## config.mk

```make
export PLATFORM = sky130hd
export DESIGN_NAME = barrel_shift_cmd_stage
export DESIGN_NICKNAME = d
export VERILOG_FILES = /design/src/rtl/barrel_shift_pkg.sv /design/src/rtl/barrel_shift_cmd_fifo.sv /design/src/rtl/barrel_shift_cmd_stage.sv
export SDC_FILE = /design/constraint.sdc
export NUM_CORES = 1
export LEC_CHECK = 0
export BUFFER_PORTS_ARGS = -buffer_cell sky130_fd_sc_hd__buf_2
export CORE_UTILIZATION = 55
export DETAILED_ROUTE_END_ITERATION = 16
export PLACE_DENSITY = 0.91
export SYNTH_ARGS = -nofsm -noshare
export SYNTH_HDL_FRONTEND = slang
export SYNTH_SLANG_ARGS = --single-unit
```

## constraint.sdc

```tcl
create_clock -name CLK -period 2.8 [get_ports CLK]
set_input_delay 0 -clock CLK [delete_from_list [all_inputs] [get_ports CLK]]
set_output_delay 0 -clock CLK [all_outputs]
set_load 0.005 [all_outputs]
```

## src/rtl/barrel_shift_pkg.sv

```systemverilog
// Shared definitions for the barrel-shifter command stage and rotate stage chain.
// Latency: n/a (package only).
// Backpressure: n/a (package only).
//
// Contents: op encodings and the rotate-stage count derivation, so the command
// stage and the stage chain always agree on OSHIFT width.
package barrel_shift_pkg;

    typedef enum logic [1:0] {
        OP_ROR  = 2'b00,
        OP_ROL  = 2'b01,
        OP_PASS = 2'b10,
        OP_RSVD = 2'b11
    } op_e;

    // Number of rotate stages (and OSHIFT bits) for a given data width.
    function automatic int unsigned shamt_width(input int unsigned data_width);
        return (data_width < 2) ? 1 : $clog2(data_width);
    endfunction

endpackage

```

## src/rtl/barrel_shift_cmd_fifo.sv

```systemverilog
// Generic 2-entry synchronous FIFO with occupancy counter and head/tail pointers.
// Latency: 1 cycle push-to-pop, no bypass; one beat per cycle when pop_rdy stays high.
// Backpressure: push_rdy = rst_n & ~full from registered state only; no pop_rdy -> push_rdy path.
//
// Ports:
//   clk, rst_n           clock, synchronous active-low reset
//   push_vld/rdy/dat     write side
//   pop_vld/rdy/dat      read side; pop_dat shows the head entry, zero when empty
module barrel_shift_cmd_fifo #(
    parameter int unsigned WIDTH = 8
) (
    input  logic             clk,
    input  logic             rst_n,
    input  logic             push_vld,
    output logic             push_rdy,
    input  logic [WIDTH-1:0] push_dat,
    output logic             pop_vld,
    input  logic             pop_rdy,
    output logic [WIDTH-1:0] pop_dat
);

    logic [WIDTH-1:0] mem_q [2];
    logic [WIDTH-1:0] mem_d [2];
    logic             head_q, head_d;
    logic             tail_q, tail_d;
    logic [1:0]       count_q, count_d;

    logic push_fire;
    logic pop_fire;

    assign push_rdy  = rst_n & (count_q != 2'd2);
    assign pop_vld   = (count_q != 2'd0);
    assign push_fire = push_vld & push_rdy;
    assign pop_fire  = pop_vld & pop_rdy;

    // Stale entries stay in storage after a pop; gating keeps the output at zero when empty.
    assign pop_dat = pop_vld ? mem_q[head_q] : '0;

    always_comb begin
        mem_d[0] = mem_q[0];
        mem_d[1] = mem_q[1];
        head_d   = head_q;
        tail_d   = tail_q;
        count_d  = count_q;

        if (push_fire) begin
            mem_d[tail_q] = push_dat;
            tail_d        = ~tail_q;
        end
        if (pop_fire) begin
            head_d = ~head_q;
        end

        // Simultaneous push and pop leaves the occupancy unchanged.
        case ({push_fire, pop_fire})
            2'b10:   count_d = count_q + 2'd1;
            2'b01:   count_d = count_q - 2'd1;
            default: count_d = count_q;
        endcase
    end

    always_ff @(posedge clk) begin
        if (!rst_n) begin
            mem_q[0] <= '0;
            mem_q[1] <= '0;
            head_q   <= 1'b0;
            tail_q   <= 1'b0;
            count_q  <= 2'd0;
        end else begin
            mem_q[0] <= mem_d[0];
            mem_q[1] <= mem_d[1];
            head_q   <= head_d;
            tail_q   <= tail_d;
            count_q  <= count_d;
        end
    end

endmodule

```

## src/rtl/barrel_shift_cmd_stage.sv

```systemverilog
// Command/operand stage: decodes {op, amount} to rotate-right stage enables and buffers 2 beats.
// Latency: 1 cycle from acceptance to OVALID, no bypass; full throughput while OREADY is high.
// Backpressure: IREADY drops only when both entries are held; it rises the cycle after a pop.
//
// Ports:
//   CLK, RST_N             clock, synchronous active-low reset
//   IVALID/IREADY          input handshake; IDATA operand, IOP op (ROR/ROL/PASS/rsvd), IAMT raw amount
//   OVALID/OREADY          output handshake; ODATA operand, OSHIFT per-stage enables
//                          (bit k = rotate right by 2^k), OERR amount-range error
//
// Build option BARREL_SHIFT_AMT_CHECK_EN: ROR/ROL with IAMT >= DATA_WIDTH is still
// accepted but stored unrotated (OSHIFT=0) with OERR=1. Without it the amount is
// reduced modulo DATA_WIDTH and OERR is always 0. Port list is the same in both builds.
module barrel_shift_cmd_stage
    import barrel_shift_pkg::*;
#(
    parameter  int unsigned DATA_WIDTH  = 32,
    parameter  int unsigned AMT_WIDTH   = 8,
    localparam int unsigned SHAMT_WIDTH = shamt_width(DATA_WIDTH)
) (
    input  logic                   CLK,
    input  logic                   RST_N,
    input  logic                   IVALID,
    output logic                   IREADY,
    input  logic [DATA_WIDTH-1:0]  IDATA,
    input  logic [1:0]             IOP,
    input  logic [AMT_WIDTH-1:0]   IAMT,
    output logic                   OVALID,
    input  logic                   OREADY,
    output logic [DATA_WIDTH-1:0]  ODATA,
    output logic [SHAMT_WIDTH-1:0] OSHIFT,
    output logic                   OERR
);

    typedef struct packed {
        logic [DATA_WIDTH-1:0]  data;
        logic [SHAMT_WIDTH-1:0] shift;
        logic                   err;
    } cmd_t;

    localparam int unsigned CMD_WIDTH = $bits(cmd_t);

    cmd_t                   dec_cmd;
    cmd_t                   head_cmd;
    logic [SHAMT_WIDTH-1:0] amt_lo;

    // Amount modulo DATA_WIDTH is just the low bits since DATA_WIDTH is a power of two.
    assign amt_lo = IAMT[SHAMT_WIDTH-1:0];

`ifdef BARREL_SHIFT_AMT_CHECK_EN
    logic amt_over;
    // Any bit above the stage range set means IAMT >= DATA_WIDTH; this form stays
    // correct even when AMT_WIDTH equals SHAMT_WIDTH.
    assign amt_over = |(IAMT >> SHAMT_WIDTH);
`else
    logic unused_amt_hi;
    assign unused_amt_hi = |(IAMT >> SHAMT_WIDTH);
`endif

    always_comb begin
        dec_cmd.data  = IDATA;
        dec_cmd.shift = '0;
        dec_cmd.err   = 1'b0;

        case (op_e'(IOP))
            OP_ROR:  dec_cmd.shift = amt_lo;
            // Rotate left by A == rotate right by (N - A) mod N; wraps so ROL 0 gives 0.
            OP_ROL:  dec_cmd.shift = SHAMT_WIDTH'(0) - amt_lo;
            default: dec_cmd.shift = '0;
        endcase

`ifdef BARREL_SHIFT_AMT_CHECK_EN
        if ((op_e'(IOP) == OP_ROR || op_e'(IOP) == OP_ROL) && amt_over) begin
            dec_cmd.shift = '0;
            dec_cmd.err   = 1'b1;
        end
`endif
    end

    barrel_shift_cmd_fifo #(
        .WIDTH (CMD_WIDTH)
    ) u_fifo (
        .clk      (CLK),
        .rst_n    (RST_N),
        .push_vld (IVALID),
        .push_rdy (IREADY),
        .push_dat (dec_cmd),
        .pop_vld  (OVALID),
        .pop_rdy  (OREADY),
        .pop_dat  (head_cmd)
    );

    assign ODATA  = head_cmd.data;
    assign OSHIFT = head_cmd.shift;
    assign OERR   = head_cmd.err;

endmodule

```

# After elaboration in Yosys (flattened, before gate mapping)
# Memories as Yosys holds them, arrays and structs flattened. A register that Yosys moved wholly into a read port is not among the register bits.
# Index checks and enable logic that the tools add are counted.
[classes]
mux = 13
n_lt_le_gt_ge = 2
addsub = 3
n_reduce_logical = 4
n_eq_ne = 4
bitwise_logic = 8
[op_table]
columns = ["operator", "count"]
rows = [
  ["38-bit 2-to-1 mux", 4],
  ["76-bit bitwise mux", 1],
  ["76-bit 2-to-1 mux", 1],
  ["38-bit demux with 1-bit select", 1],
  ["5-bit one-hot mux with 2 select lines", 1],
  ["1-bit by 5-bit subtractor with 5-bit output (first input constant)", 1],
  ["2-bit by 1-bit == test with 1-bit output (second input constant)", 2],
  ["1-bit 2-to-1 mux", 4],
  ["2-bit one-hot mux with 2 select lines", 1],
  ["2-bit nonzero test", 2],
  ["1-bit AND", 3],
  ["2-bit by 1-bit adder with 2-bit output (second input constant)", 1],
  ["2-bit == test (second input constant)", 1],
  ["2-bit greater-or-equal comparator (second input constant)", 1],
  ["2-bit zero test", 1],
  ["2-bit by 1-bit < comparator with 1-bit output (second input constant)", 1],
  ["2-bit != test (second input constant)", 1],
  ["1-bit inverter", 2],
  ["1-bit inverter with 2-bit output", 1],
  ["1-bit OR", 2],
  ["2-bit by 1-bit subtractor with 2-bit output (second input constant)", 1],
  ["1-bit logical AND", 1],
]
[totals]
ram_bits = 76
out_inout_bits = 40
wordCells = 38
reg_bits = 4
mem_count = 1
[memory_table]
columns = ["name", "depth", "word_bits", "read_ports", "rd_ports_with_merged_regs", "write_ports", "line", "source"]
rows = [
  ["u_fifo.mem_q", 2, 38, 3, 1, 2, "barrel_shift_cmd_fifo.sv:22", "logic [WIDTH-1:0] mem_q [2];"],
]

# Longest topological paths before layout
[logic_depth]
depth_word = 8
mapped_depth = 7
depth_no_buf = 7

# Cells and area by module
# A second synthesis with hierarchy kept.
[hier_totals]
cells_unflattened = 417
hier_area_um2 = 3761.1
[by_module_without_submodules]
columns = ["module", "area_each_um2", "seq_area_each_um2", "cells_each", "n_inst"]
rows = [
  ["barrel_shift_cmd_fifo", 3642.2, 1621.6, 399, 1],
  ["barrel_shift_cmd_stage", 118.9, 0.0, 18, 1],
]

# Least setup slack after synthesis
# Ideal clock, no wire load.
[synth_path]
path_type = "register to register"
start = "register u_fifo.count_q[0]"
end = "register u_fifo.count_q[1]"
n_path_buf = 0
setup_ps = 76
path_slack_ps = 1243
stages_incl_launch_ff = 7
t_arrival_ps = 1481
cell_sequence = "dfxtp_1 > nor2_1 > inv_1 > and2_1 > ha_1 > or3_1 > a21boi_0"
[synth_rtl]
columns = ["item", "line", "source"]
rows = [
  ["start: declaration", "barrel_shift_cmd_fifo.sv:26", "logic [1:0] count_q, count_d;"],
  ["start signal: assignment", "barrel_shift_cmd_fifo.sv:74", "count_q <= count_d;"],
  ["2-bit nonzero test (*)", "barrel_shift_cmd_fifo.sv:32", "assign pop_vld = (count_q != 2'd0);"],
  ["via OVALID", "barrel_shift_cmd_stage.sv:28", "output logic OVALID,"],
  ["1-bit AND (*)", "barrel_shift_cmd_fifo.sv:34", "assign pop_fire = pop_vld & pop_rdy;"],
  ["via u_fifo.pop_fire", "barrel_shift_cmd_fifo.sv:29", "logic pop_fire;"],
  ["2-bit by 1-bit == test with 1-bit output / 2-bit == test (equally long branches)", "barrel_shift_cmd_fifo.sv:55", "case ({push_fire, pop_fire})"],
  ["2-bit one-hot mux with 2 select lines / 2-bit nonzero test (equally long branches)", "--", ""],
]
# The timed path passes the listed nets; every way through them passes the cells marked *.
# A chain may end at the register's enable or synchronous reset.

==> results_dict.tcl <==
set metrics [dict create \
    status "complete, no violations" \
    grt.overflow.total 0 \
    netlist_area_sq_um 3550 \
    critical_path.reg2reg.startpoint "u_fifo.count_q[0]" \
    cap_viol_max_count 0 \
    worst-setup-path-type "flop to primary output" \
    tritoncts_num_sinks 79 \
    critical-path-slowest-cell "dfxtp_2" \
    cts-resized-gates 0 \
    post-synth-top-count-cell "nand2_1" \
    h-tree-depth 3 \
    insertedDiodeCount 0 \
    power.sequential.fraction_pct 41.3 \
    starting_density_of_the_core_pct 58.5 \
    max_clock_freq_mhz 523 \
    post-place-cells 573 \
    fin_crit_sh_pct 68.3 \
    core_area_sq_um 6060 \
    crit_required_ns 2.80 \
    worst_path_dominant_cell_family "flip-flops" \
    synth.avg_cell_area_sq_um 8.06 \
    synth-seq-area-share_pct 44.6 \
    ctsLongestPathBuffers 2 \
    pwr-share-comb_pct 24.5 \
    layout_min_cycle_time_ns 1.91 \
    cts_post_setup_buffers_inserted 0 \
    timing.critical_path.buf_inv 2 \
    flow.area_growth_from_synthesis_pct 29.1 \
    via_per_inst 5.46 \
    setup_violations 0 \
    grt_start_max_net_pins 47 \
    power.ir.vdd_worst_uv 438 \
    rsz0062_at_grt "no" \
    worst_hold_path_type "input port to flop" \
    detail_route.wirelength_um 9270 \
    cts-root-buf "clkbuf_8" \
    clkPwrFrac_pct 34.3 \
    routabilityCongestion 0.763 \
    antenna_found_initial 0 \
    p_sw_share_pct 30.7 \
    first_global_vias 3341 \
    synthTopCellsByArea "dfxtp_1 (45%), nand2_1 (14%), mux2i_1 (11%), a21boi_0 (6.3%), nand3_1 (5.8%)" \
    synth_common_cells "nand2_1 (135), dfxtp_1 (79), nand3_1 (41)" \
    detailed_place.area_sq_um 3980 \
    die_w_um 82.3 \
    drt_pass1_iterations 5 \
    worst_skew_pair.late_latency_ns 0.35 \
    stdcell_area_sq_um 4580 \
    worst-path-max-fanout 19 \
    final_nets 591 \
    critical_path.max_stage_delay_ns 0.72 \
    initialDrtViolationCount 159 \
    instances_no_fill 623 \
    tritoncts "built" \
    grt_first_pass_wirelength_um 14500 \
    finalMaxSlewViolations 0 \
    floorplan.rows 28 \
    power_report.internal_total_uw 2230 \
    place.detailed.hpwl_um 5560 \
    chipHeight_um 82.3 \
    remaining_antenna_violation_count 0 \
    postSynthRegisterBits 79 \
    gr-usage-all-layers_pct 28.8 \
    switching_power_uw 988 \
    postSynthCellCount 440 \
    synth.yosys.warnings 0 \
    synth.largest_area_cell "dfxtp_1" \
    drt-wirelength-per-cell_um 14.9 \
    synth-edff-count 0 \
    async_flop_share_pct 0 \
    fin_worst_skew_ns 0.00547 \
    setup.worst_path.start_class "flop" \
    ys_types 28 \
    regArea_sq_um 1580 \
    post_detailed_route_drc_marker_count 0 \
    die-area_sq_um 6780 \
    critical_path.endpoint_type "primary output" \
    worst-slew-pin-transition_ns 0.604 \
    slew_headroom_pct 59.7 \
    clk_transition_reported_paths_ns 0.08 \
    hold_violations 0 \
    worst-endpoint-arrival_ns 1.91 \
    cp_cell_sequence "buf_4, mux2i_1, nor2_1, buf_2" \
    routed-via-count 3401 \
    synth.top_cell.area_share_pct 44.6 \
    drive_gt1_share_pct 21.0 \
    power_density_over_cell_area_nw_per_um2 703 \
    n_fill_cell 439 \
    multi_input_area_sq_um 1810 \
    top_level_port_count 86 \
    synthesis.nets 488 \
    synth-main-ff-cell "dfxtp_1" \
    total_leakage_power_uw 0.00200 \
    finalSetupTns_ns 0 \
    reg2reg_setup_slack_ns 0.95 \
    hold_start "IAMT[4]" \
    cts-buffers-inserted 9 \
    numPortBuffers 81 \
]
-- path summary, 6_finish.rpt --
path,cells past startpoint,end
worst max-delay path,4,ODATA[0]
worst min-delay path,3,u_fifo.mem_q[1][5]
worst max register to register,5,u_fifo.mem_q[1][18]
worst min register to register,2,u_fifo.mem_q[1][31]
-- timing repair --
action / 4_1_cts / 5_1_grt
endpoints found under the setup margin: 0 / 0
hold buffers: 34 / 0
hold endpoints to repair: 71 / 0
-- stage by stage --
stage                     power (uW)  setup WS [ns]  util, %  hold WS, ns
final                           3220          0.889     75.6       0.0249
after global routing            3370          0.768     75.6       0.0137
after CTS                       3230          0.874     75.6      0.00545
after detailed placement        2100           1.01     65.7        0.202
after global placement          2070           1.08     65.7        0.199
after floorplan                 1840           1.24        -       0.0989
-- worst min-delay path, delay by kind of cell --
family | cells | cell delay [ns]
AOI/OAI and AO/OA | 1 | 0.07
buffers and inverters | 1 | 0.08
xor gates and xnor gates | 1 | 0.16
-- routing by layer --
layer  part of all wire [%]  track usage (%)
met5                      0                0
met4                    1.6             12.5
met3                    6.4             6.15
met2                     53             54.0
met1                     39             30.7
-- registers in the layout, indices dropped and copies added, names as in the netlist, named ones only --
register / cells
u_fifo.tail_q: 1
u_fifo.head_q: 1
u_fifo.mem_q: 74
u_fifo.count_q: 2
-- final cells by class --
cell class | instances | share of cell area [%]
clock inverters | 6 | 2.89
multi-input cells | 324 | 39.4
clock buffers | 10 | 2.79
well taps | 75 | 2.05
repair buffers | 126 | 18.1
inverters | 3 | 0.246
flip-flops and latches | 79 | 34.5
-- cells by family after synthesis --
logic type      synth area share [%]
xor+xnor                        1.48
other cells                    0.106
buf+inv                         4.94
mux                             10.7
compound gates                  10.0
fa+ha+maj                      0.705
flops                           44.6
simple gates                    27.5
-- cell usage in the layout (no fill, tap or decap), types with 3 or more instances in the layout --
cell / synthesis / routed
bufinv_16: 0 / 4
dlygate4sd3_1: 0 / 34
and2_1: 5 / 5
nor2_1: 40 / 39
inv_1: 3 / 3
xnor2_1: 4 / 4
mux2i_1: 38 / 38
o31ai_2: 3 / 3
clkbuf_8: 0 / 9
a21boi_0: 30 / 30
nand3_1: 41 / 41
nand2b_1: 3 / 3
nand2_1: 135 / 135
buf_4: 4 / 11
dfxtp_1: 79 / 78
buf_2: 11 / 81
o31ai_1: 4 / 4
a21boi_1: 7 / 7
-- power groups by stage --
stage          registers [uW]  logic [uW]  clock network (uW)
5_1_grt                  1340         861                1160
2_1_floorplan            1280         561                   0
4_1_cts                  1330         786                1110
3_5_place_dp             1350         745                   0
6_report                 1330         789                1100
3_3_place_gp             1350         721                   0
(Power assumes the default switching activity.)
